`config.mk`:
```
export PLATFORM = sky130hd
export DESIGN_NAME = uart_tx_arbiter
export DESIGN_NICKNAME = d
export VERILOG_FILES = /design/src/rtl/uart_tx_arbiter.sv
export SDC_FILE = /design/constraint.sdc
export NUM_CORES = 1
export LEC_CHECK = 0
export CAP_MARGIN = 30
export CORE_MARGIN = 2
export CORE_UTILIZATION = 40
export DETAILED_ROUTE_END_ITERATION = 8
export PLACE_DENSITY_LB_ADDON = 0.2
export SLEW_MARGIN = 20
export SYNTH_ARGS = -nofsm -noshare
export SYNTH_HDL_FRONTEND = slang
export SYNTH_SLANG_ARGS = --single-unit
```
`constraint.sdc`:
```
create_clock -name clk -period 2.2 [get_ports clk]
set_clock_uncertainty 0.1 [all_clocks]
set_input_delay 0.22 -clock clk [delete_from_list [all_inputs] [get_ports clk]]
set_output_delay 0.22 -clock clk [all_outputs]
set_load 0.01 [all_outputs]
```
`src/rtl/uart_tx_arbiter.sv`:
```
// rtl/uart_tx_arbiter.sv - round-robin byte arbiter sharing one UART transmitter among NREQ sources
// Optional TX_TIMEOUT_EN: abort a transfer whose completion tick does not arrive within TIMEOUT_CYCLES.
module uart_tx_arbiter #(
  parameter int NREQ           = 4,
  parameter int IDW            = 2,
  parameter int TIMEOUT_CYCLES = 200000
) (
  input  logic              clk,
  input  logic              reset_n,
  input  logic [NREQ-1:0]   req,
  input  logic [8*NREQ-1:0] req_data,
  output logic [NREQ-1:0]   ack,
  output logic [NREQ-1:0]   done,
  output logic              tx_start,
  output logic [7:0]        tx_din,
  input  logic              tx_done_tick,
  output logic              busy,
  output logic [IDW-1:0]    grant_id,
  output logic              err
);

  typedef enum logic [1:0] {IDLE = 2'd0, START = 2'd1, WAIT = 2'd2} state_t;

  state_t          state, state_nx;
  logic [IDW-1:0]  ptr, ptr_nx, pick, owner_next;
  logic [IDW:0]    scan;
  logic            found;
  logic            timeout_hit;
  logic [NREQ-1:0] ack_nx, done_nx;
  logic            tx_start_nx, err_nx, busy_nx;
  logic [7:0]      tx_din_nx;
  logic [IDW-1:0]  grant_id_nx;

  // First set request at or after the pointer, wrapping modulo NREQ.
  always_comb begin
    pick  = '0;
    found = 1'b0;
    scan  = '0;
    for (int k = 0; k < NREQ; k++) begin
      scan = {1'b0, ptr} + (IDW+1)'(k);
      if (scan >= (IDW+1)'(NREQ))
        scan = scan - (IDW+1)'(NREQ);
      if (!found && req[scan[IDW-1:0]]) begin
        found = 1'b1;
        pick  = scan[IDW-1:0];
      end
    end
  end

  assign owner_next = (grant_id == IDW'(NREQ - 1)) ? '0 : grant_id + IDW'(1);

`ifdef TX_TIMEOUT_EN
  localparam int CW = (TIMEOUT_CYCLES > 1) ? $clog2(TIMEOUT_CYCLES) : 1;
  logic [CW-1:0] wait_cnt;

  always_ff @(posedge clk or negedge reset_n) begin
    if (!reset_n)
      wait_cnt <= '0;
    else if (state != WAIT)
      wait_cnt <= '0;
    else
      wait_cnt <= wait_cnt + CW'(1);
  end

  assign timeout_hit = (state == WAIT) && (wait_cnt == CW'(TIMEOUT_CYCLES - 1));
`else
  assign timeout_hit = 1'b0;
`endif

  always_ff @(posedge clk or negedge reset_n) begin
    if (!reset_n)
      state <= IDLE;
    else
      state <= state_nx;
  end

  always_comb begin
    state_nx = state;
    case (state)
      IDLE:    if (found) state_nx = START;
      START:   state_nx = WAIT;
      WAIT:    if (tx_done_tick || timeout_hit) state_nx = IDLE;
      default: state_nx = IDLE;
    endcase
  end

  // Next values for the registered outputs; a completion tick beats a simultaneous timeout.
  always_comb begin
    ack_nx      = '0;
    done_nx     = '0;
    tx_start_nx = 1'b0;
    err_nx      = 1'b0;
    busy_nx     = (state_nx != IDLE);
    tx_din_nx   = tx_din;
    grant_id_nx = grant_id;
    ptr_nx      = ptr;
    case (state)
      IDLE: begin
        if (found) begin
          grant_id_nx = pick;
          tx_din_nx   = req_data[{pick, 3'b000} +: 8];
          tx_start_nx = 1'b1;
          ack_nx      = NREQ'(1) << pick;
        end
      end
      WAIT: begin
        if (tx_done_tick) begin
          done_nx = NREQ'(1) << grant_id;
          ptr_nx  = owner_next;
        end else if (timeout_hit) begin
          err_nx = 1'b1;
          ptr_nx = owner_next;
        end
      end
      default: ;
    endcase
  end

  always_ff @(posedge clk or negedge reset_n) begin
    if (!reset_n) begin
      ack      <= '0;
      done     <= '0;
      tx_start <= 1'b0;
      err      <= 1'b0;
      busy     <= 1'b0;
      tx_din   <= '0;
      grant_id <= '0;
      ptr      <= '0;
    end else begin
      ack      <= ack_nx;
      done     <= done_nx;
      tx_start <= tx_start_nx;
      err      <= err_nx;
      busy     <= busy_nx;
      tx_din   <= tx_din_nx;
      grant_id <= grant_id_nx;
      ptr      <= ptr_nx;
    end
  end

endmodule
```
==> flow_metrics.py, run 1 <==
metrics = {
    "critical_path": {
        "critPathMaxFanout": 8,
        "crit_start": "ptr[1]$_DFFE_PN0P_",
        "critPathKind": "reg2reg",
        "worstPathRequired_ns": 2.31,
        "end_kind": "register",
        "cp_data_arrival_time_ns": 2.24,
        "worst_setup_path_start_kind": "register",
        "r2r-start": "ptr[1]$_DFFE_PN0P_",
    },
    "clocking": {
        "cts_buffers": 3,
        "clock_path_buffers": 2,
        "insertion_delay_ns": 0.31,
        "cts_htree_levels": 1,
        "clkSlewWorstSetupHoldPaths_ns": 0.12,
        "cts_tree": "built",
        "cts_num_sinks": 24,
        "cts_root_buf": "clkbuf_4",
        "cts_resized": 0,
    },
    "timing": {
        "finalCritPeriodShare_pct": 96.9,
        "maxSlewHeadroom_pct": 57.2,
        "max_freq_ghz": 0.469,
        "hold_violations": 0,
        "tightestPinTransition_ns": 0.640,
        "finalWorstSetupSlack_ns": 0.0680,
        "setup_viol": 0,
        "slew_violations": 0,
        "final.min_clock_period_ns": 2.13,
        "hold_slack_ns": 0.140,
    },
    "logic_synthesis": {
        "synth_compound_area_share_pct": 14.4,
        "yosys.area_share.simple_pct": 11.4,
        "syn_avg_cell_area_um2": 11.7,
        "synth_seq_cells": 24,
        "async_flop_share_pct": 100,
        "synth_warnings": 0,
        "synth_fa_ha_area_share_pct": 3.94,
        "yosys.area.top_type": "dfrtp_1",
        "synthXorXnorAreaFrac_pct": 0,
        "yosysUniqueCellTypes": 32,
        "synth_ff_type": "dfrtp_1",
        "synth_edf_count": 0,
        "yosysTopAreaCellShare_pct": 47.3,
        "synth.area.mux_share_pct": 16.3,
        "seq_area_frac_synth_pct": 47.3,
        "yosys-top-cells-count": "dfrtp_1, mux2_2, nor3_1",
        "syn_inst": 109,
        "synth_fp_nets": 152,
        "synth.area.top_cells": "dfrtp_1, mux2_2, a221o_1",
        "synth_area_mm2": 0.00127,
        "synthMostInstantiatedCell": "dfrtp_1",
        "synth_top_family_by_area": "multiplexers",
    },
    "layout": {
        "final_cell_area_mm2": 0.00200,
        "nNetsFinal": 224,
        "fill_cells": 251,
        "drive_above_1_share_pct": 18.4,
        "n_antenna_cell": 0,
        "area_growth_pct": 57.8,
        "final-instance-count-excl-fill": 223,
    },
    "route": {
        "ant_nets": 0,
        "drt_wl_total_um": 3230,
        "dr.first_iter.drc_count": 25,
        "dr.pass1.iters": 4,
        "drt-vias-per-instance": 5.09,
        "drc": 0,
        "vias": 1134,
        "post_drt_wl_per_cell_um": 14.5,
    },
    "global_route": {
        "grt_pass1_wl_um": 4870,
        "overflow": 0,
        "grt_pass1_vias": 1124,
        "grt_max_degree": 25,
        "antenna_found_initial": 0,
        "grt_usage_pct": 17.6,
    },
    "outcome": {
        "status": "finished, final reports clean",
    },
    "placement": {
        "portBuffers": 58,
        "placed_area_mm2": 0.00192,
        "dp.cells": 213,
        "globalplace.congestion": 0.790,
        "dp_hpwl_um": 2430,
        "place_ws_ns": -0.171,
    },
    "floorplan": {
        "start_util_pct": 41.9,
        "floorplan.core_area_mm2": 0.00303,
        "dieArea_mm2": 0.00364,
        "die_x_um": 60.3,
        "row_count": 20,
        "dieHeight_um": 60.3,
        "pin_count": 60,
    },
    "power_and_ir_drop": {
        "pwr_density_cell_mw_per_mm2": 1090,
        "ir_worst_vdd_uv": 458,
        "p_total_mw": 2.19,
        "p_leak_nw": 0.891,
    },
    "worst_hold_path": {
        "worst_hold_path_type": "in2async",
    },
    "job": {
        "maxCapViolCount": 0,
    },
}
[final timing paths]
check / end / slack, ns / cells after the start
max: tx_din[0]$_DFFE_PN0P_ / 0.07 / 5
min: done[3]$_DFF_PN0_ / 0.14 / 2
max reg2reg: tx_din[0]$_DFFE_PN0P_ / 0.07 / 5
min reg2reg: tx_din[1]$_DFFE_PN0P_ / 0.43 / 1
max in group asynchronous: busy$_DFF_PN0_ / 1.62 / 2
min in group clk: tx_din[1]$_DFFE_PN0P_ / 0.43 / 1
[cell type report]
type,instances,area [um^2],share of cell area [%]
timing repair buffer,74,701,35.0
sequential,24,601,30.0
clock buffer,3,22.5,1.12
inverter,6,22.5,1.12
tap,44,55.1,2.75
multi-input combinational,72,603,30.1
[timing repair]
| item | 4_1_cts | 5_1_grt |
|---|---|---|
| hold buffers | 0 | 0 |
| buffers inserted | 0 | 6 |
| endpoints found under the setup margin | 0 | 7 |
[cell families (layout without fill, tap and decap cells)]
kind of cell,Yosys count,after routing
fa+ha+maj,4,4
mux,19,19
simple gates,26,26
other cells,1,1
compound gates,21,22
buf+inv,14,83
flops,24,24
[critical path, stage by stage, from the launching register on]
cell	delay, ns
dfrtp_1	0.52
mux2i_2	0.41
o221ai_4	0.22
buf_4	0.19
mux2_2	0.26
a221o_1	0.32
[registers in the layout (all words and copies together), names as in the netlist]
| register | flops |
|---|---|
| ack | 4 |
| busy | 1 |
| done | 4 |
| grant_id | 2 |
| ptr | 2 |
| state | 2 |
| tx_din | 8 |
| tx_start | 1 |
[power by group]
part	switching, mW	leakage (nW)	internal (mW)
Clock	0.127	0.0138	0.0642
Sequential	0.147	0.306	0.617
Combinational	0.525	0.572	0.710
[per-stage QoR]
stage | setup TNS (ns) | utilization (%)
global placement | -0.659 | 63.5
global route | -0.000359 | 66.2
finish | 0 | 66.2
detailed placement | -1.11 | 63.5
floorplan | 0 | -
CTS | 0 | 64.2
[per-layer routing]
layer,part of all wire [%],up-vias,GRT usage [%]
met3,6.8,3,3.84
met2,53,49,32.9
met4,0.65,0,3.81
met5,0,-,0
met1,40,540,20.6
li1,-,542,-
[placed cells by master, fill, tap and decap left out, types with 2 or more instances in the layout]
master           instances
mux2_2                  10
nor4_1                   2
mux2i_1                  8
nor2_1                   3
a21oi_1                  3
and2_1                   4
a221o_1                  8
inv_1                    6
clkbuf_4                 3
ha_1                     4
o21ai_0                  3
nor3_1                  10
buf_4                   16
dfrtp_1                 24
nand2_1                  2
clkdlybuf4s50_1         58
Power figures use the tool's default switching activity.
==> run 2: changes to the inputs <==
- CTS_CLUSTER_SIZE: unset -> 28
==> results of run 2 <==
The final DEF is identical to that of run 1; final timing and power are the same.
==> run 3: changes to the inputs <==
- CELL_PAD_IN_SITES_DETAIL_PLACEMENT: unset -> 0
- CELL_PAD_IN_SITES_GLOBAL_PLACEMENT: unset -> 1
- CORE_UTILIZATION: 40 -> 30
==> flow_metrics.py, run 3 (synthesized netlist as in run 1, its figures left out) <==
metrics = {
    "floorplan": {
        "row_count": 23,
        "floorplan.core_area_mm2": 0.00403,
        "pin_count": 60,
        "die_x_um": 69.1,
        "dieArea_mm2": 0.00477,
        "dieHeight_um": 69.1,
        "start_util_pct": 31.5,
    },
    "clocking": {
        "clock_path_buffers": 2,
        "cts_tree": "built",
        "cts_buffers": 3,
        "postCtsSetupRepairBufs": 0,
        "clkSlewWorstSetupHoldPaths_ns": 0.09,
        "cts_htree_levels": 1,
        "cts_resized": 0,
        "cts-hold-fix-buffers": 0,
        "cts_root_buf": "clkbuf_8",
        "cts_num_sinks": 24,
        "insertion_delay_ns": 0.27,
    },
    "route": {
        "ant_nets": 0,
        "dr.pass1.iters": 4,
        "drt_wl_total_um": 3060,
        "drt-vias-per-instance": 4.84,
        "post_drt_wl_per_cell_um": 13.7,
        "dr.first_iter.drc_count": 30,
        "vias": 1084,
        "drc": 0,
    },
    "layout": {
        "final_common_cell": "clkdlybuf4s50_1",
        "drive_above_1_share_pct": 16.1,
        "nNetsFinal": 218,
        "n_antenna_cell": 0,
        "area_growth_pct": 58.1,
        "regMostFlops": "tx_din",
        "final_cell_mix": "clkdlybuf4s50_1, dfrtp_1, buf_4",
        "largestRegisters": "tx_din (8), ack (4), done (4)",
        "largest_reg_flops": 8,
    },
    "timing": {
        "tightestPinTransition_ns": 0.717,
        "slew_violations": 0,
        "max_freq_ghz": 0.489,
        "hold_slack_ns": 0.206,
        "rsz0062_at_grt": "no",
        "final.min_clock_period_ns": 2.05,
        "finalCritPeriodShare_pct": 93.0,
        "fin_tns_setup_ns": 0,
        "hold_violations": 0,
        "setup_viol": 0,
        "maxSlewHeadroom_pct": 52.0,
    },
    "worst_hold_path": {
        "worst_hold_path_type": "in2async",
    },
    "critical_path": {
        "path_buf_inv": 0,
        "worst_setup_path_start_kind": "register",
        "end_kind": "register",
        "cpPeakStageDelay_ns": 0.47,
        "cp_data_arrival_time_ns": 2.11,
        "worstPathRequired_ns": 2.26,
        "critPathKind": "reg2reg",
        "cp_top_family": "compound AO/OA/AOI/OAI gates",
        "critPathMaxFanout": 15,
        "path_cells": "mux2i_2 -> o221ai_4 -> mux2_2 -> a221o_1",
        "critPathSlowestCell": "o221ai_4",
    },
    "global_route": {
        "overflow": 0,
        "grt_pass1_vias": 1084,
        "antenna_found_initial": 0,
        "grt_max_degree": 25,
        "grt_usage_pct": 13.4,
        "grt_pass1_wl_um": 5070,
    },
    "power_and_ir_drop": {
        "p_leak_nw": 0.887,
        "pwr_density_cell_mw_per_mm2": 1150,
        "ir_worst_vdd_uv": 408,
    },
    "placement": {
        "portBuffers": 58,
        "globalplace.congestion": 0.898,
        "dp_hpwl_um": 2290,
    },
    "outcome": {
        "status": "finished, final reports clean",
    },
    "job": {
        "maxCapViolCount": 0,
    },
}
==> run 3: final timing paths <==
check                                 startpoint               endpoint  slack, ns  depth (start not counted)
max                           ptr[1]$_DFFE_PN0P_  tx_din[0]$_DFFE_PN0P_       0.15                          4
min                                      reset_n      done[1]$_DFF_PN0_       0.21                          2
max reg2reg                   ptr[1]$_DFFE_PN0P_  tx_din[0]$_DFFE_PN0P_       0.15                          4
min reg2reg                tx_din[1]$_DFFE_PN0P_  tx_din[1]$_DFFE_PN0P_       0.42                          1
max in group asynchronous                reset_n     state[0]$_DFF_PN0_       1.56                          2
min in group clk           tx_din[1]$_DFFE_PN0P_  tx_din[1]$_DFFE_PN0P_       0.42                          1
==> run 3: metrics by stage <==
stage | power, mW | instance area [um^2] | cells | worst slack, ns | util [%]
after CTS | 2.34 | 2010 | 224 | 0.126 | 49.8
final | 2.31 | 2010 | 224 | 0.154 | 49.8
after global placement | 1.92 | 1940 | 220 | -0.0882 | 48.1
after floorplan | 1.43 | 1270 | 109 | 0.292 | -
after detailed placement | 1.95 | 1940 | 220 | -0.137 | 48.1
after global routing | 2.50 | 2010 | 224 | 0.0186 | 49.8
==> run 3: report_power, final <==
group | switching (mW) | internal (mW)
clock | 0.146 | 0.244
combinational | 0.510 | 0.668
sequential | 0.126 | 0.618
==> run 3: area by class of cell <==
class | count | area (um^2)
fillers | 388 | 2020
repair buffers | 69 | 663
flip-flops and latches | 24 | 601
multi-input cells | 71 | 588
well taps | 50 | 62.6
clock buffers | 3 | 41.3
clock inverters | 1 | 30.0
inverters | 6 | 22.5
==> run 3: per-layer routing <==
layer	vias to the layer above	track usage, %	part of all wire, %
li1	528	-	-
met1	517	15.6	41
met2	34	24.0	52
met3	5	2.63	5.0
met4	0	5.23	1.7
met5	-	0	0
